### src/rtl/mux_sel_arb.sv
// Round-robin arbiter driving the select lines of a downstream 4:1 mux, with a dwell limit per grant.
// Optional grant-extend via lock is built only when MUX_SEL_LOCK_EN is defined.
module mux_sel_arb #(
    parameter int DWELL = 4
) (
    input  logic       clk,
    input  logic       rst,
    input  logic [3:0] req,
    input  logic       lock,
    output logic       s1,
    output logic       s0,
    output logic [3:0] gnt,
    output logic       valid
);

    typedef enum logic {
        ST_IDLE  = 1'b0,
        ST_GRANT = 1'b1
    } state_t;

    localparam logic [7:0] DWELL_LAST = 8'(DWELL - 1);

    state_t     state_q, state_d;
    logic [3:0] gnt_q, gnt_d;
    logic [1:0] sel_q, sel_d;
    logic       valid_q, valid_d;
    logic [7:0] cnt_q, cnt_d;
    logic [1:0] ptr_q, ptr_d;

    logic       at_last_s;
    logic       hold_s;
    logic       expire_s;
    logic       release_s;
    logic [1:0] win_idle_s;
    logic [1:0] win_rel_s;

    // Winner search starts after the last granted channel and wraps back to it.
    function automatic logic [1:0] rr_pick(input logic [3:0] r, input logic [1:0] p);
        logic [1:0] idx;
        rr_pick = p;
        for (int k = 4; k >= 1; k--) begin
            idx = p + 2'(k);
            if (r[idx]) begin
                rr_pick = idx;
            end else begin
                rr_pick = rr_pick;
            end
        end
    endfunction

    function automatic logic [3:0] onehot(input logic [1:0] idx);
        onehot = 4'b0001 << idx;
    endfunction

    assign at_last_s = (cnt_q == DWELL_LAST);

`ifdef MUX_SEL_LOCK_EN
    assign hold_s = lock;
`else
    logic unused_lock_s;
    assign unused_lock_s = lock;
    assign hold_s        = 1'b0;
`endif

    assign expire_s   = at_last_s & ~hold_s;
    assign release_s  = expire_s | ~req[sel_q];
    assign win_idle_s = rr_pick(req, ptr_q);
    assign win_rel_s  = rr_pick(req, sel_q);

    // Next-state and next-output computation for both arbiter states.
    always_comb begin
        state_d = state_q;
        gnt_d   = gnt_q;
        sel_d   = sel_q;
        valid_d = valid_q;
        cnt_d   = cnt_q;
        ptr_d   = ptr_q;
        case (state_q)
            ST_IDLE: begin
                if (req != 4'b0000) begin
                    state_d = ST_GRANT;
                    gnt_d   = onehot(win_idle_s);
                    sel_d   = win_idle_s;
                    valid_d = 1'b1;
                    cnt_d   = 8'd0;
                end else begin
                    valid_d = 1'b0;
                    gnt_d   = 4'b0000;
                end
            end
            ST_GRANT: begin
                if (release_s) begin
                    ptr_d = sel_q;
                    cnt_d = 8'd0;
                    if (req != 4'b0000) begin
                        gnt_d   = onehot(win_rel_s);
                        sel_d   = win_rel_s;
                        valid_d = 1'b1;
                    end else begin
                        state_d = ST_IDLE;
                        gnt_d   = 4'b0000;
                        valid_d = 1'b0;
                    end
                end else if (at_last_s) begin
                    cnt_d = cnt_q;
                end else begin
                    cnt_d = cnt_q + 8'd1;
                end
            end
            default: begin
                state_d = ST_IDLE;
                gnt_d   = 4'b0000;
                valid_d = 1'b0;
                cnt_d   = 8'd0;
            end
        endcase
    end

    // State and output registers with synchronous reset.
    always_ff @(posedge clk) begin
        if (rst) begin
            state_q <= ST_IDLE;
            gnt_q   <= 4'b0000;
            sel_q   <= 2'b00;
            valid_q <= 1'b0;
            cnt_q   <= 8'd0;
            ptr_q   <= 2'd3;
        end else begin
            state_q <= state_d;
            gnt_q   <= gnt_d;
            sel_q   <= sel_d;
            valid_q <= valid_d;
            cnt_q   <= cnt_d;
            ptr_q   <= ptr_d;
        end
    end

    assign s1    = sel_q[1];
    assign s0    = sel_q[0];
    assign gnt   = gnt_q;
    assign valid = valid_q;

endmodule

### config.mk
export PLATFORM = sky130hd
export DESIGN_NAME = mux_sel_arb
export DESIGN_NICKNAME = d
export VERILOG_FILES = /design/src/rtl/mux_sel_arb.sv
export SDC_FILE = /design/constraint.sdc
export NUM_CORES = 1
export LEC_CHECK = 0
export CAP_MARGIN = 10
export CORE_ASPECT_RATIO = 0.75
export CORE_MARGIN = 2
export CORE_UTILIZATION = 55
export DETAILED_ROUTE_END_ITERATION = 8
export HOLD_SLACK_MARGIN = 0.02
export PLACE_DENSITY = 0.79
export SYNTH_ARGS = -nofsm -noshare
export SYNTH_HDL_FRONTEND = slang
export SYNTH_SLANG_ARGS = --single-unit
### constraint.sdc
create_clock -name clk -period 3.5 [get_ports clk]
set_input_delay 0.7 -clock clk [delete_from_list [all_inputs] [get_ports clk]]
set_output_delay 0.7 -clock clk [all_outputs]
set_load 0.05 [all_outputs]
**After elaboration in Yosys (flattened, before gate mapping)**

Cells that the tools add are included.

- Register bits after elaboration: 18
- Bits of input ports: 7
- Output and inout port bits: 7
- Word-level logic and storage cells: 71

- $add $sub $neg: 7
- Order comparisons: 7
- Eq/ne operators: 5
- Shift operators: 2
- Mux-type cells: 37
- Bitwise logic cells: 3
- Reduce and logical (&&, ||, !) cells: 4

Operators with widths:

| cell | count |
|---|---|
| 8-bit 2-to-1 mux | 3 |
| 2-bit by 3-bit less-than comparator with 1-bit output (second input constant) | 7 |
| 2-bit 2-to-1 mux | 9 |
| 8-bit case mux with 2 select lines | 1 |
| 1-bit binary-select mux with 2-bit select | 7 |
| 4-bit 2-to-1 mux | 3 |
| 1-bit 2-to-1 mux | 10 |
| 2-bit adder (second input constant) | 4 |
| 8-bit by 1-bit adder with 8-bit output (second input constant) | 1 |
| 8-bit by 2-bit equality test with 1-bit output (second input constant) | 1 |
| 4-bit case mux with 2 select lines | 1 |
| 1-bit by 2-bit left shift with 4-bit output (first input constant) | 2 |
| 2-bit by 1-bit adder with 2-bit output (second input constant) | 2 |
| 2-bit by 1-bit != test with 1-bit output (second input constant) | 2 |
| 1-bit case mux with 2 select lines | 2 |
| 2-bit case mux with 2 select lines | 1 |
| 2-bit AND reduction | 2 |
| 4-bit nonzero test | 1 |
| 3-bit by 2-bit != test with 1-bit output (second input constant) | 1 |
| 3-bit AND reduction | 1 |
| 2-bit != test (second input constant) | 1 |
| 1-bit inverter | 2 |
| 1-bit OR | 1 |

**Longest topological paths before layout**

Gate-level depths: netlist of the first run.

- Depth in word-level cells: 10
- Depth in mapped cells: 7
- Mapped depth without buffers: 6

**Worst setup path after synthesis of the first run**

No wires, ideal clock.

- Path type: input port to flip-flop
- Start: in req[1]
- End: reg gnt_q[2], in the netlist gnt[2]
- Setup time: 86 ps
- Arrival: 1974 ps
- Data required time: 3414 ps
- Setup slack: 1440 ps
- Stages: 6
- Buffers on the path: 1
- Path through: clkbuf_1 o21ai_0 a21boi_1 or2_2 or4_1 a211oi_1

- Longest elaborated chain between the ends: 9
- Elaborated cells on any way between the ends: 30
- Those cells by class: 1 x eq/ne; 2 x shift; 24 x mux; 2 x bitwise; 1 x reduce/logical

Ends and longest elaborated chain:

| item | RTL line | source |
|---|---|---|
| start, declared | 8 | `input logic [3:0] req,` |
| 1-bit binary-select mux with 2-bit select | 43 | `if (r[idx]) begin` |
| 1-bit 2-to-1 mux (not written as such) | 43 |  |
| 2-bit 2-to-1 mux (3 in a row) | 43 |  |
| 1-bit by 2-bit left shift with 4-bit output | 52 | `onehot = 4'b0001 << idx;` |
| 4-bit 2-to-1 mux | 95 | `if (req != 4'b0000) begin` |
| 4-bit 2-to-1 mux | 92 | `if (release_s) begin` |
| 4-bit case mux with 2 select lines | 78 | `case (state_q)` |
| end signal, assigned | 130 | `gnt_q <= gnt_d;` |
| end, declared | 24 | `logic [3:0] gnt_q, gnt_d;` |

Parallel ways exist; a longest one is shown, timed or not. The select of a mux whose other input is x is not followed.
A chain may end at the register's enable or synchronous reset.

**Worst setup path in the final report of the first run**

- Start: in req[1]
- End: reg cnt_q[7]

- Longest elaborated chain between the ends: 6
- Elaborated cells on any way between the ends: 10
- Those cells by class: 2 x eq/ne; 4 x mux; 2 x bitwise; 2 x reduce/logical

Ends and longest elaborated chain:

| item | RTL line | source |
|---|---|---|
| 1-bit binary-select mux with 2-bit select | -- |  |
| 1-bit 2-to-1 mux (not written as such) | 66 | `assign release_s = expire_s \| ~req[sel_q];` |
| 1-bit inverter | 66 |  |
| 1-bit OR | 66 |  |
| 8-bit 2-to-1 mux / 3-bit by 2-bit != test with 1-bit output (equally long branches) | -- |  |
| 8-bit case mux with 2 select lines / 2-bit AND reduction (equally long branches) | -- |  |
| end signal, assigned | 133 | `cnt_q <= cnt_d;` |
| end, declared | 27 | `logic [7:0] cnt_q, cnt_d;` |

Parallel ways exist; a longest one is shown, timed or not. The select of a mux whose other input is x is not followed.

==> reports/results.ini, run 1 <==
[die]
rows=13
die_w_um=55.7
num_io_pins=14
coreArea_um2=1810
die_area_um2=2380
fp.dieH_um=42.8
initial_core_util_pct=61.1

[clocking]
root_buffer=clkbuf_4
clkTransAtPathRegs_ns=0.09
numCtsBuffers=3
hold_buffers=0
cts_setup_buffers=0
cts_resized=0
cts.sinks=18
cts_tree=yes
clockBufferDepth=2
htree_levels=1
clock_latency_ns=0.29

[timing]
final.setup.tns_ns=0
whs_ns=0.492
final.period_utilization_pct=70.8
worst_pin_slew_ns=0.537
grt_setup_unrepaired=no
period_minus_slack_ns=2.48
clock.fmax_ghz=0.404
final-setup-viol-count=0
max_slew_margin_pct=63.9
setup_slack_ns=1.02
final_hold_viol_count=0
skew_ns=0.00189
drv_slew=0

[yosys]
synth_top_area_share_pct=32.7
synth-xor-area-share_pct=1.59
yosys-top-cells-area=dfxtp_1 33%, nor2_1 5.1%, a21oi_1 3.2%
synth_fa_ha_area_share_pct=1.14
synthArstFlopShare_pct=0
synth_top_family_by_area=simple AND/OR/NAND/NOR gates
synth-simple-area-share_pct=29.5
synth_most_common_cell=dfxtp_1
syn_nets=140
synth_area_um2=1100
synth-edff-count=0
synthMuxAreaShare_pct=3.97
yosys_warnings=0
ys_ff_latch=18
synth_common_cells=18 x dfxtp_1, 15 x nor2_1, 9 x nand2_1
syn_avg_cell_area_um2=8.35
synth_compound_area_share_pct=25.3
ys.flop_type=dfxtp_1
syn_inst=132
synth_top_area_cell=dfxtp_1
ys_types=44
synth.yosys.seq_area_share_pct=32.7

[hold_path]
hp-class=reg2reg
holdPathEnd=valid
worstHoldPathCells=1
hold_start=valid

[drt]
wl_um=2220
firstDrtPassIters=4
via_count=1012
viasPerCell=6.25
final_antenna_net_count=0
drc=0
drt_iter0_markers=32
wire_per_inst_um=13.7

[worst_setup_path]
critPathSlowestCell=clkdlybuf4s50_1
cp_max_fo=12
crit_arrival_ns=2.71
critPathRequiredTime_ns=3.73
reg2reg_depth=6
r2r_slack_ns=1.43
crit_type=in2reg
critPathMaxStageDelay_ns=0.67
path_common_cell=or3_1
critPathCaptureType=register
cp-start-kind=input pin
crit_chain=clkdlybuf4s50_1 > mux4_2 > nand2_2 > or3_1 > or3_1 > o211ai_2
r2r_start=cnt_q[0]
r2r-end=sel_q[1]

[grt]
antenna_found_initial=0
globalRouteOverflowTotal=0
grt_pass1_vias=781
grt_pass1_wl_um=3680
grtUsageTotal_pct=20.0
grt_max_degree=16

[final_layout]
num-fill-cells=163
design_area_um2=1220
num_antenna_cells=0
nets=150
finalCoreUtilization_pct=67.8
drive_gt1_share_pct=8.57
syn_to_final_growth_pct=11.0

[place]
pre_cts_ws_ns=0.749
portBuffers=12
gp_routability_congestion=0.857
placed_area_um2=1200
place_hpwl_um=1690

[outcome]
status=completed

[power_and_ir_drop]
peakVddDrop_mv=0.348
powerDensity_nw_per_um2=413
p_leak_nw=0.433

[flow_run]
drv_cap=0

[where the power goes]
| part | internal, mW | switching [mW] | total (mW) |
|---|---|---|---|
| clock | 0.0401 | 0.0599 | 0.100 |
| combinational | 0.0663 | 0.0977 | 0.164 |
| sequential | 0.221 | 0.0203 | 0.241 |
| total | 0.327 | 0.178 | 0.505 |
[placed cells by master, fill, tap and decap left out, drive strengths merged, types with 4 or more instances in the layout]
master	synthesis	final
clkdlybuf4s50	0	12
inv	4	4
o21ai	7	7
nor2	15	15
nor3	5	5
or3	4	4
a211oi	4	4
dfxtp	18	18
nand2	10	10
nand3	4	4
a21oi	7	7
[cell type report]
class	count	area (µm²)	area share, %
multi-input cells	103	678	55.4
flip-flops and latches	18	360	29.4
repair buffers	12	120	9.82
well taps	22	27.5	2.25
clock buffers	3	22.5	1.84
inverters	4	15.0	1.23
[routing by layer]
metal  wire (µm)  GRT usage (%)  part of all wire [%]
met3         163           5.49                   7.3
met4          32           8.29                   1.4
met1        1130           28.7                    51
met2         896           27.9                    40
met5           0              0                     0
[worst max-delay path by stage]
stage	start	end	slack (ns)	depth (start not counted)
2_1_floorplan	req[1]	gnt[2]	1.44	6
3_3_place_gp	req[1]	cnt_q[7]	0.76	6
3_5_place_dp	req[1]	cnt_q[7]	0.75	6
6_report	req[1]	cnt_q[7]	1.02	6
5_1_grt	req[1]	cnt_q[7]	0.93	6
4_1_cts	req[1]	cnt_q[7]	1.04	6
[critical path: cells and delay by family]
| kind | cells | cell delay [ns] |
|---|---|---|
| simple gates | 3 | 0.94 |
| buf+inv | 1 | 0.67 |
| mux | 1 | 0.33 |
| compound gates | 1 | 0.06 |
[through the flow]
step	instances	power, mW
2_1_floorplan	132	0.369
3_3_place_gp	159	0.405
3_5_place_dp	159	0.409
4_1_cts	162	0.507
5_1_grt	162	0.532
6_report	162	0.505
[cell families after synthesis]
family | after synthesis
xor gates and xnor gates | 2
muxes | 3
adders and majority gates | 1
DFF | 18
buffers and inverters | 11
AOI/OAI and AO/OA | 39
and+or+nand+nor | 58
[flip-flops by register name, summed over array words and instances, names as in the netlist]
name	count
cnt_q	8
gnt	4
ptr_q	2
sel_q	2
state_q	1
valid	1
No activity file was read; power rests on OpenSTA's default activity.
==> run 2, diff against run 1 <==
--- a/config.mk
+++ b/config.mk
@@ -8,10 +8,10 @@
 export CAP_MARGIN = 10
 export CORE_ASPECT_RATIO = 0.75
 export CORE_MARGIN = 2
-export CORE_UTILIZATION = 55
+export CORE_UTILIZATION = 48
 export DETAILED_ROUTE_END_ITERATION = 8
 export HOLD_SLACK_MARGIN = 0.02
-export PLACE_DENSITY = 0.79
+export PLACE_DENSITY = 0.73
 export SYNTH_ARGS = -nofsm -noshare
 export SYNTH_HDL_FRONTEND = slang
 export SYNTH_SLANG_ARGS = --single-unit
==> constraint.sdc (replaced) <==
create_clock -name clk -period 2.02 [get_ports clk]
set_input_delay 0.404 -clock clk [delete_from_list [all_inputs] [get_ports clk]]
set_output_delay 0.404 -clock clk [all_outputs]
set_load 0.05 [all_outputs]
==> reports/results.ini, run 2 (same netlist as run 1, synthesis figures left out) <==
[clocking]
clkTransAtPathRegs_ns=0.10
clock_latency_ns=0.29
htree_levels=1
root_buffer=clkbuf_4
clockBufferDepth=2
cts_tree=yes
numCtsBuffers=3
cts.sinks=18
hold_buffers=0

[drt]
drc=0
wl_um=2620
via_count=1102
final_antenna_net_count=0
viasPerCell=5.96
drt_iter0_markers=40
firstDrtPassIters=4
wire_per_inst_um=14.1

[die]
coreArea_um2=2080
num_io_pins=14
initial_core_util_pct=52.9
rows=14
die_w_um=59.3
fp.dieH_um=45.5
die_area_um2=2700

[power_and_ir_drop]
switchingPower_mw=0.328
switching_share_pct=34.9
p_clk_share_pct=18.4
intPower_mw=0.612
powerDensity_nw_per_um2=655
p_leak_nw=0.568
p_comb_share_pct=36.8
peakVddDrop_mv=0.386
seqPwrFrac_pct=44.8

[final_layout]
num_antenna_cells=0
final_cells=185
final_cell_mix=20 x buf_4, 15 x dfxtp_1, 14 x nor2_1
drive_gt1_share_pct=26.1
nets=171
layout_commonest_cell=buf_4
largest_reg_flops=8
syn_to_final_growth_pct=30.1
design_area_um2=1430
top_register=cnt_q

[grt]
grtUsageTotal_pct=20.2
grt_pass1_wl_um=4120
met3_usage_pct=5.97
use_met1_pct=29.1
grt_max_degree=16
antenna_found_initial=0
grtUsageMet2_pct=30.8
globalRouteOverflowTotal=0
grt_pass1_vias=941
busiest_layer=met2

[worst_setup_path]
critPathRequiredTime_ns=2.25
crit_arrival_ns=2.19
critPathCaptureType=register
cp-start-kind=input pin
crit_chain=clkdlybuf4s50_1 > mux4_2 > nand2_2 > or3_4 > or3_1 > o211ai_2
cp_max_fo=6
critPathMaxStageDelay_ns=0.55
critPathSlowestCell=clkdlybuf4s50_1
crit_type=in2reg

[timing]
final-setup-viol-count=0
drv_slew=0
skew_ns=0.00187
final.period_utilization_pct=97.1
grt_setup_unrepaired=yes
final_hold_viol_count=0
max_slew_margin_pct=66.7
clock.fmax_ghz=0.510
period_minus_slack_ns=1.96
worst_pin_slew_ns=0.498

[place]
gp_routability_congestion=0.857
placed_area_um2=1340
place_hpwl_um=1960
portBuffers=12
placedCellCount=179

[outcome]
status=completed

[hold_path]
hp-class=reg2reg

[flow_run]
drv_cap=0

## run 2: through the flow
stage	utilization [%]	hold WS, ns	setup TNS, ns	total power, mW	setup WS, ns
floorplan	-	0.487	0	0.641	0.00156
global placement	64.3	0.453	-3.09	0.744	-0.269
detailed placement	64.3	0.463	-4.05	0.751	-0.340
CTS	65.5	0.491	0	0.922	0.00361
global route	68.8	0.519	-0.000765	0.987	-0.000765
finish	68.8	0.486	0	0.939	0.0590
## run 2: power groups by stage
stage / clock network, mW / logic (mW) / registers [mW]
final: 0.173 / 0.345 / 0.421
after CTS: 0.179 / 0.326 / 0.417
after global placement: 0 / 0.320 / 0.424
after detailed placement: 0 / 0.325 / 0.426
after global routing: 0.193 / 0.369 / 0.425
after floorplan: 0 / 0.162 / 0.479
## run 2: final timing paths
| path | start | cells after the start | end | slack [ns] |
|---|---|---|---|---|
| hold / removal | valid | 1 | valid | 0.49 |
| setup / recovery | req[0] | 6 | cnt_q[7] | 0.06 |
| hold reg to reg | valid | 1 | valid | 0.49 |
| setup reg to reg | cnt_q[0] | 6 | sel_q[1] | 0.07 |
## run 2: area by class of cell
type | instances | area [µm²]
fill | 164 | 651
timing repair buffer | 33 | 285
tap | 24 | 30.0
clock buffer | 3 | 22.5
inverter | 4 | 15.0
sequential | 18 | 364
multi-input combinational | 103 | 717
## run 2: worst max-delay path, delay by kind of cell
family / cells / cell delay [ns]
buffers and inverters: 1 / 0.55
AOI/OAI and AO/OA: 1 / 0.06
muxes: 1 / 0.29
and+or+nand+nor: 3 / 0.88
## run 2: metal layers
| metal | vias to the layer above | share of wire, % | wire length (µm) |
|---|---|---|---|
| met3 | 2 | 5.3 | 139 |
| met1 | 513 | 49 | 1280 |
| met5 | - | 0 | 0 |
| met2 | 25 | 45 | 1180 |
| li1 | 562 | - | - |
| met4 | 0 | 0.38 | 10 |
## run 2: timing repair
action	4_1_cts	5_1_grt
pin swaps	0	3
buffers inserted	0	3
endpoints found under the setup margin	3	11
gates resized for setup	2	13
